## config.mk

```make
export PLATFORM = sky130hd
export DESIGN_NAME = mod_counter
export DESIGN_NICKNAME = d
export VERILOG_FILES = /design/src/rtl/mod_counter.sv
export SDC_FILE = /design/constraint.sdc
export NUM_CORES = 1
export LEC_CHECK = 0
export ABC_AREA = 1
export CORE_MARGIN = 4
export CORE_UTILIZATION = 45
export CTS_BUF_LIST = sky130_fd_sc_hd__clkbuf_2 sky130_fd_sc_hd__clkbuf_4 sky130_fd_sc_hd__clkbuf_8
export DETAILED_ROUTE_END_ITERATION = 6
export DONT_BUFFER_PORTS = 1
export PLACE_DENSITY = 0.67
export SLEW_MARGIN = 20
export SYNTH_ARGS = -nofsm -noshare
export SYNTH_HDL_FRONTEND = slang
export SYNTH_SLANG_ARGS = --single-unit
```

## constraint.sdc

```tcl
create_clock -name clk -period 1.6 [get_ports clk]
set_clock_uncertainty 0.2 [all_clocks]
set_input_delay 0.32 -clock clk [delete_from_list [all_inputs] [get_ports clk]]
set_output_delay 0.32 -clock clk [all_outputs]
set_load 0.1 [all_outputs]
```

## src/rtl/mod_counter.sv

```systemverilog
// Modulo up/down counter with load, clear, terminal count and wrap pulses.
// Optional EN prescaler is built only when COUNTER_PRESCALE_EN is defined.
`timescale 1ns/1ps
module mod_counter #(
  parameter int     WIDTH    = 8,
  parameter longint MODULUS  = 256,
  parameter int     PRESCALE = 1
) (
  input  logic             clk,
  input  logic             Reset,
  input  logic             EN,
  input  logic             CLR,
  input  logic             LD,
  input  logic             UP,
  input  logic [WIDTH-1:0] load_val,
  output logic [WIDTH-1:0] counter,
  output logic             OV,
  output logic             UF,
  output logic             TC
);

  localparam logic [WIDTH:0] L_MOD = (WIDTH+1)'(MODULUS);
  localparam logic [WIDTH:0] L_MAX = L_MOD - (WIDTH+1)'(1);

  if (WIDTH < 2 || WIDTH > 32) begin : g_bad_width
    $error("mod_counter: WIDTH out of range");
  end
  if (MODULUS < 2 || MODULUS > (longint'(1) << WIDTH)) begin : g_bad_modulus
    $error("mod_counter: MODULUS out of range");
  end
  if (PRESCALE < 1) begin : g_bad_prescale
    $error("mod_counter: PRESCALE must be >= 1");
  end

  logic [WIDTH-1:0] r_counter;
  logic             r_ov;
  logic             r_uf;
  logic             w_step;
  logic             w_at_max;
  logic             w_at_zero;
  logic [WIDTH-1:0] w_ld_sat;
  logic [WIDTH-1:0] w_up_next;
  logic [WIDTH-1:0] w_dn_next;

  // Compare in WIDTH+1 bits so MODULUS == 2**WIDTH does not truncate.
  assign w_at_max  = ({1'b0, r_counter} == L_MAX);
  assign w_at_zero = (r_counter == '0);
  assign w_ld_sat  = ({1'b0, load_val} < L_MOD) ? load_val : L_MAX[WIDTH-1:0];
  assign w_up_next = w_at_max  ? '0 : r_counter + WIDTH'(1);
  assign w_dn_next = w_at_zero ? L_MAX[WIDTH-1:0] : r_counter - WIDTH'(1);

`ifdef COUNTER_PRESCALE_EN
  localparam int PS_W = (PRESCALE > 1) ? $clog2(PRESCALE) : 1;
  logic [PS_W-1:0] r_ps;

  assign w_step = EN && (r_ps == PS_W'(PRESCALE - 1));

  always_ff @(posedge clk or negedge Reset) begin
    if (!Reset) begin
      r_ps <= '0;
    end else if (CLR || LD) begin
      r_ps <= '0;
    end else if (EN) begin
      r_ps <= w_step ? '0 : r_ps + PS_W'(1);
    end
  end
`else
  assign w_step = EN;
`endif

  always_ff @(posedge clk or negedge Reset) begin
    if (!Reset) begin
      r_counter <= '0;
      r_ov      <= 1'b0;
      r_uf      <= 1'b0;
    end else begin
      r_ov <= 1'b0;
      r_uf <= 1'b0;
      if (CLR) begin
        r_counter <= '0;
      end else if (LD) begin
        r_counter <= w_ld_sat;
      end else if (w_step) begin
        if (UP) begin
          r_counter <= w_up_next;
          r_ov      <= w_at_max;
        end else begin
          r_counter <= w_dn_next;
          r_uf      <= w_at_zero;
        end
      end
    end
  end

  assign counter = r_counter;
  assign OV      = r_ov;
  assign UF      = r_uf;
  assign TC      = UP ? w_at_max : w_at_zero;

endmodule

```

==> results of run 1 <==
[timing repair]
item | 4_1_cts | 5_1_grt
resized for setup | 28 | 24
setup endpoints to repair | 10 | 12
endpoints found under the hold margin | 11 | 0
pin swaps | 18 | 22
setup buffers | 6 | 7
hold buffers | 2 | 0
[power groups by stage]
stage / Clock [mW] / Sequential [mW] / Combinational [mW]
floorplan: 0 / 0.446 / 0.272
global placement: 0 / 0.321 / 0.505
detailed placement: 0 / 0.323 / 0.510
CTS: 0.244 / 0.317 / 0.567
global route: 0.262 / 0.323 / 0.662
finish: 0.244 / 0.319 / 0.627
[path summary, 6_finish.rpt]
| kind | end | slack (ns) | depth (start not counted) |
|---|---|---|---|
| setup / recovery | counter[6] | -0.39 | 13 |
| max in group asynchronous | counter[1] | 0.55 | 1 |
| hold / removal | counter[2] | -0.002 | 2 |
| min in group asynchronous | counter[3] | 0.26 | 1 |
| hold reg to reg | counter[4] | 0.40 | 2 |
| setup reg to reg | counter[6] | -0.39 | 13 |
[registers in the layout (all words and copies together) (netlist names)]
register  flops
OV            1
UF            1
counter       8
[cells in the final DEF, fill, tap and decap left out, types with 2 or more instances in the layout]
cell type	netlist	final
dfrtp_1	10	2
o21ai_1	5	6
nand3_2	2	5
o21ai_0	11	6
nand2_1	58	50
nor2_1	10	7
clkbuf_4	0	3
nand4_1	2	2
inv_1	18	15
buf_12	0	2
nor2_2	5	6
nor2_4	4	6
dfrtp_4	0	7
buf_6	4	14
a21oi_2	0	2
ha_4	0	3
nand2_2	3	7
nand3_1	11	7
inv_4	0	2
dlygate4sd3_1	0	2
buf_4	1	28
nand2_4	1	4
o21ai_2	0	4
[through the flow]
step | setup WS [ns] | power [mW]
after floorplan | -0.406 | 0.718
after global placement | -0.165 | 0.826
after detailed placement | -0.161 | 0.833
after CTS | -0.386 | 1.13
after global routing | -0.444 | 1.25
final | -0.389 | 1.19
[cell type report]
cell class / instances / area (um2) / share of cell area
clock buffers: 4 / 36.3 / 0.0221
inverters: 19 / 81.3 / 0.0496
multi-input cells: 122 / 783 / 0.477
flip-flops and latches: 10 / 278 / 0.169
well taps: 27 / 33.8 / 0.0206
repair buffers: 46 / 428 / 0.261
[metal layers]
layer | up-vias | global-route usage
met3 | 18 | 0.0643
li1 | 576 | -
met1 | 597 | 0.258
met4 | 0 | 0.0810
met2 | 68 | 0.480
met5 | - | 0
[cells by family (layout without fill, tap and decap cells)]
group	after synthesis	in the layout	share of synthesized area
xor gates and xnor gates	2	2	0.0175
and+or+nand+nor	98	98	0.468
AOI/OAI and AO/OA	19	19	0.0987
DFF	10	10	0.250
buffers and inverters	25	69	0.129
adders and majority gates	3	3	0.0375
==> out/metrics.cfg, run 1 <==
[route]
vias=1259
dr.pass1.iters=4
wl_met2_um=1940
drt-met1-wl_um=1280
postRouteAntennaNets=0
via_per_inst=5.52
drt_iter0_drc=49
route.met3.wl_um=252
wl_per_cell_um=15.8
highest_layer=met4
wl_um=3600
drc=0

[grt]
grt_max_degree=12
grt_pass1_wl_um=5290
antenna_found_initial=0
grt_usage=0.249
grt_pass1_vias=1177
overflow=0

[pwr]
p_leak_nw=0.804
p_sw_mw=0.539
power.internal_mw=0.651
clockPowerShare=0.205
swShare=0.453
seqPwrFrac=0.268
power_density_nw_per_um2=725
max-vdd-ir-drop_mv=0.551
combPwrFrac=0.527

[final_layout]
antennaDiodeCount=0
final_layout_size_suffix_gt1_frac=0.507
nNetsFinal=219
layout.cells.non_filler=228
num-fill-cells=138
utilization=0.803
synthToLayoutAreaGrowth_pct=63.9
design_area_um2=1640

[run_status]
violations=negative hold slack, negative setup slack
status=complete, but fails checks

[critical_path]
cp_cell_sequence=ha_4, nand2_4, buf_4, buf_6, buf_6, nor2_4, nand2_2, buf_4, nor2_2, o21ai_1, nand2_1, nand2_1, nand2_1
critPathMostFrequentCell=nand2_1
end_kind=flip-flop
crit_family=simple AND/OR/NAND/NOR gates
critPathKind=flip-flop to flip-flop
max_stage_delay_ns=0.46
path_buf_inv=4
path_max_fanout=3
cpMaxStageDelayCell=dfrtp_4
required_ns=1.62
reg2reg_from=counter[0]
cp_data_arrival_time_ns=2.00
startpoint_type=flip-flop
cp-startpoint=counter[0]

[cts]
clockBufferDepth=2
path_clk_slew_ns=0.08
cts_tree=built
clkSinkCount=10
cts_root_buffer=clkbuf_4
worstSkewPairLatency_ns=0.27
h-tree-depth=1
cts_made_buffers=3

[sta]
holdWs_ns=-0.00223
worst_slew_pin_slew_ns=0.529
report.final.slew_viol_count=0
setup_viol=11
worst_slack_ns=-0.389
finalCritPeriodShare=1.24
fmax_mhz=503
rsz0062_at_grt=yes
tns_ns=-2.27
period_needed_ns=1.99
final_hold_viol_count=1
slew_headroom=0.646

[yosys]
avgSynthCellArea_um2=6.38
ys_seq_area_frac=0.250
synth.largest_area_cell=dfrtp_1
ys_warn_count=0
synth_area_um2=1000
synthArstFlopShare=1.00
synth_edf_count=0
synth_most_common_cell=nand2_1
synth_area_leaders=dfrtp_1, nand2_1, inv_1
yosys_register_bits=10
synth_cells=157
yosysTopAreaCellShare=0.250
synth.distinct_cells=24
syn-num-nets=174
synth_commonest_cells=nand2_1, inv_1, nand3_1, o21ai_0
ys.flop_type=dfrtp_1

[placed_design]
post-place-cells=211
io_buffer_count=0
gp_congestion=0.855
dpl.hpwl_um=2210
place_area_um2=1320

[floorplanning]
io_pins=25
die_area_um2=3040
rows=16
die_h_um=55.2
start_util=0.490
dieWidth_um=55.2
coreArea_um2=2040

[flow_run]
cap_violations=0

[min_path]
holdCritPathClass=primary input to flip-flop
hold_start=LD

Note: power is estimated with default switching activity, not from simulation.
==> inputs of run 2 (changes only) <==
ABC_CLOCK_PERIOD_IN_PS = 1600   (was unset)
CORE_UTILIZATION = 50   (was 45)
PLACE_DENSITY = 0.73   (was 0.67)
==> out/metrics.cfg, run 2 (synthesized netlist as in run 1, its figures left out) <==
[floorplanning]
start_util=0.556
rows=15
io_pins=25
die_h_um=52.7
die_area_um2=2780
dieWidth_um=52.7
coreArea_um2=1800

[flow_run]
cap_violations=0

[placed_design]
gp_congestion=0.875
post-place-cells=209
dpl.hpwl_um=2270
io_buffer_count=0
place_area_um2=1320

[cts]
worstSkewPairLatency_ns=0.28
cts_tree=built
cts_made_buffers=3
clockBufferDepth=2
h-tree-depth=1
clkSinkCount=10
path_clk_slew_ns=0.08
cts_root_buffer=clkbuf_4

[min_path]
worstHoldEndpoint=counter[1]
hold_start=EN
holdCritPathClass=primary input to flip-flop
holdPathStages=3

[run_status]
violations=negative setup slack
status=complete, but fails checks

[final_layout]
layout_commonest_cell=nand2_1
final_cell_mix=nand2_1, buf_4, inv_1
nNetsFinal=218
design_area_um2=1670
final_layout_size_suffix_gt1_frac=0.520
synthToLayoutAreaGrowth_pct=66.4
layout.cells.non_filler=225
antennaDiodeCount=0
largest_reg_flops=8

[grt]
overflow=0
grt_pass1_wl_um=5710
antenna_found_initial=0
grt_usage=0.284
grt_pass1_vias=1237
grt_max_degree=12

[critical_path]
cpMaxStageDelayCell=dfrtp_4
required_ns=1.08
rr_endpoint=counter[4]
critPathKind=flip-flop to primary output
cp_cell_sequence=ha_4, nand2_4, inv_2, nand4_1, buf_6, nand2_8
end_kind=primary output
path_max_fanout=4
max_stage_delay_ns=0.48
startpoint_type=flip-flop
cp_data_arrival_time_ns=1.55
rr_worst_depth=12
reg2reg_from=counter[0]
timing.reg2reg.setup_slack_ns=-0.41

[pwr]
combPwrFrac=0.556
max-vdd-ir-drop_mv=0.760
seqPwrFrac=0.254
p_sw_mw=0.585
p_leak_nw=0.816
power_density_nw_per_um2=762
clockPowerShare=0.190
swShare=0.461
power.internal_mw=0.684

[route]
vias=1393
dr.pass1.iters=7
drc=0
postRouteAntennaNets=0
drt_iter0_drc=78
wl_per_cell_um=20.9
wl_um=4690
via_per_inst=6.19

[sta]
final_hold_viol_count=0
worst_slew_pin_slew_ns=0.529
period_needed_ns=2.07
finalCritPeriodShare=1.30
tns_ns=-3.08
slew_headroom=0.646
setup_viol=13
fmax_mhz=482
worst_slack_ns=-0.473
rsz0062_at_grt=yes
report.final.slew_viol_count=0

run 2: through the flow:
step | util | hold WS (ns) | power [mW] | setup WS [ns]
global placement | 0.733 | -0.175 | 0.827 | -0.106
global route | 0.924 | 0.0647 | 1.31 | -0.542
CTS | 0.856 | 0.0155 | 1.15 | -0.386
detailed placement | 0.733 | -0.175 | 0.840 | -0.145
floorplan | - | -0.176 | 0.718 | -0.406
finish | 0.924 | 0.0622 | 1.27 | -0.473
run 2: power groups by stage:
stage	Clock (mW)	Combinational, mW	Sequential, mW
6_report	0.241	0.705	0.322
5_1_grt	0.251	0.735	0.325
3_5_place_dp	0	0.516	0.324
2_1_floorplan	0	0.272	0.446
3_3_place_gp	0	0.503	0.324
4_1_cts	0.238	0.590	0.318
run 2: worst max path at each step:
| stage | start | end | slack, ns | cells past startpoint |
|---|---|---|---|---|
| 2_1_floorplan | counter[6] | TC | -0.41 | 5 |
| 3_3_place_gp | counter[0] | TC | -0.11 | 6 |
| 3_5_place_dp | counter[0] | counter[0] | -0.15 | 10 |
| 4_1_cts | counter[1] | TC | -0.39 | 6 |
| 5_1_grt | counter[1] | TC | -0.54 | 6 |
| 6_report | counter[1] | TC | -0.47 | 6 |
run 2: area by class of cell:
cell class	count	area (um2)
clock buffer	4	36.3
timing repair buffer	45	438
tap	25	31.3
inverter	19	78.8
multi-input combinational	122	803
fill	69	136
sequential	10	278
run 2: repair_timing:
item,4_1_cts,5_1_grt
hold buffers,2,0
setup buffers,6,8
hold endpoints to repair,11,0
resized for setup,34,23
setup endpoints to repair,11,15
pin swaps,13,18
run 2: critical path, delay by kind of cell (launching register included):
family	cells	cell delay [ns]
flip-flops	1	0.48
AND/OR/NAND/NOR	3	0.36
buffers and inverters	2	0.25
adder cells (fa/ha/maj)	1	0.18
run 2: routing by layer:
| layer | vias up | GRT usage | part of all wire |
|---|---|---|---|
| met3 | 36 | 0.0741 | 0.097 |
| met5 | - | 0 | 0 |
| met2 | 126 | 0.498 | 0.49 |
| li1 | 574 | - | - |
| met1 | 657 | 0.302 | 0.35 |
| met4 | 0 | 0.162 | 0.063 |
==> inputs of run 3 (changes only) <==
GPL_TIMING_DRIVEN = 0   (was unset)
==> out/metrics.cfg, run 3 (synthesized netlist as in run 1, its figures left out) <==
[run_status]
status=complete, but fails checks
violations=negative setup slack

[critical_path]
timing.reg2reg.setup_slack_ns=-0.46
crit_family=flip-flops
required_ns=1.08
cp_data_arrival_time_ns=1.70
max_stage_delay_ns=0.67
end_kind=primary output
startpoint_type=flip-flop
rr_worst_depth=12
cp_cell_sequence=ha_4, nand2_4, inv_2, nand4_1, buf_6, nand2_8
path_max_fanout=7
cp-startpoint=counter[1]
critPathKind=flip-flop to primary output
cp-endpoint=TC
cp.depth=6
reg2reg_from=counter[1]
rr_endpoint=counter[6]
cpMaxStageDelayCell=dfrtp_4
path_buf_inv=2

[sta]
fmax_mhz=450
slew_headroom=0.603
setup_viol=11
worst_slack_ns=-0.623
period_needed_ns=2.22
tns_ns=-3.82
finalCritPeriodShare=1.39
final_hold_viol_count=0
worst_slew_pin_slew_ns=0.592
report.final.slew_viol_count=0
rsz0062_at_grt=yes

[floorplanning]
die_area_um2=2780
rows=15
io_pins=25
coreArea_um2=1800
die_h_um=52.7
dieWidth_um=52.7
start_util=0.556

[grt]
grt_max_degree=11
grt_pass1_vias=1131
antenna_found_initial=0
grt_pass1_wl_um=5080
overflow=0
grt_usage=0.253

[cts]
cts_tree=built
clockBufferDepth=2
h-tree-depth=1
cts_root_buffer=clkbuf_4
clkSinkCount=10
worstSkewPairLatency_ns=0.28
cts_made_buffers=3
path_clk_slew_ns=0.06

[placed_design]
pre_cts_ws_ns=-0.546
io_buffer_count=0
post-place-cells=182
gp_congestion=0.885
dpl.hpwl_um=1970

[route]
wl_per_cell_um=14.8
via_per_inst=5.47
wl_um=3030
vias=1122
drc=0
drt_iter0_drc=34
postRouteAntennaNets=0
dr.pass1.iters=4

[final_layout]
final_layout_size_suffix_gt1_frac=0.439
layout.cells.non_filler=205
nNetsFinal=198
utilization=0.794
antennaDiodeCount=0
synthToLayoutAreaGrowth_pct=43.0
largest_reg_flops=8
final_cell_mix=nand2_1, inv_1, buf_4
layout_commonest_cell=nand2_1

[pwr]
power_mw=1.09
max-vdd-ir-drop_mv=0.860
p_leak_nw=0.679
power_density_nw_per_um2=759

[flow_run]
cap_violations=0

[min_path]
hold_start=LD
holdCritPathClass=primary input to flip-flop

## run 3: repair_timing
action	CTS	global route
pin swaps	17	5
hold buffers	2	0
buffers inserted	15	3
setup endpoints to repair	13	11
hold endpoints to repair	11	0
resized for setup	20	14
## run 3: routing by layer
| layer | vias to the layer above | GRT usage | part of all wire |
|---|---|---|---|
| met5 | - | 0 | 0 |
| met4 | 0 | 0.0809 | 0.038 |
| met3 | 12 | 0.0627 | 0.071 |
| met2 | 48 | 0.457 | 0.52 |
| met1 | 526 | 0.285 | 0.37 |
| li1 | 536 | - | - |
## run 3: worst min path at each step
stage,to,depth (start not counted)
floorplan,OV,0
global placement,OV,0
detailed placement,counter[1],0
CTS,counter[2],2
global route,counter[2],2
finish,counter[2],2
## run 3: area by class of cell
| type | instances | area (um2) |
|---|---|---|
| sequential | 10 | 283 |
| fill | 134 | 370 |
| tap | 25 | 31.3 |
| multi-input combinational | 122 | 777 |
| inverter | 19 | 78.8 |
| timing repair buffer | 19 | 163 |
| clock buffer | 4 | 30.0 |
| buffer | 6 | 68.8 |
## run 3: power by group
group          internal [mW]  switching (mW)  total, mW  leakage [nW]
Combinational          0.179           0.248      0.427         0.544
Sequential             0.282           0.169      0.450         0.117
Clock                  0.114          0.0951      0.209        0.0184
## run 3: per-stage QoR
step / area (um2) / hold slack [ns]
after CTS: 1360 / 0.0101
after global routing: 1430 / 0.0107
after detailed placement: 1130 / -0.175
final: 1430 / 0.0146
after floorplan: 1100 / -0.176
after global placement: 1130 / -0.175
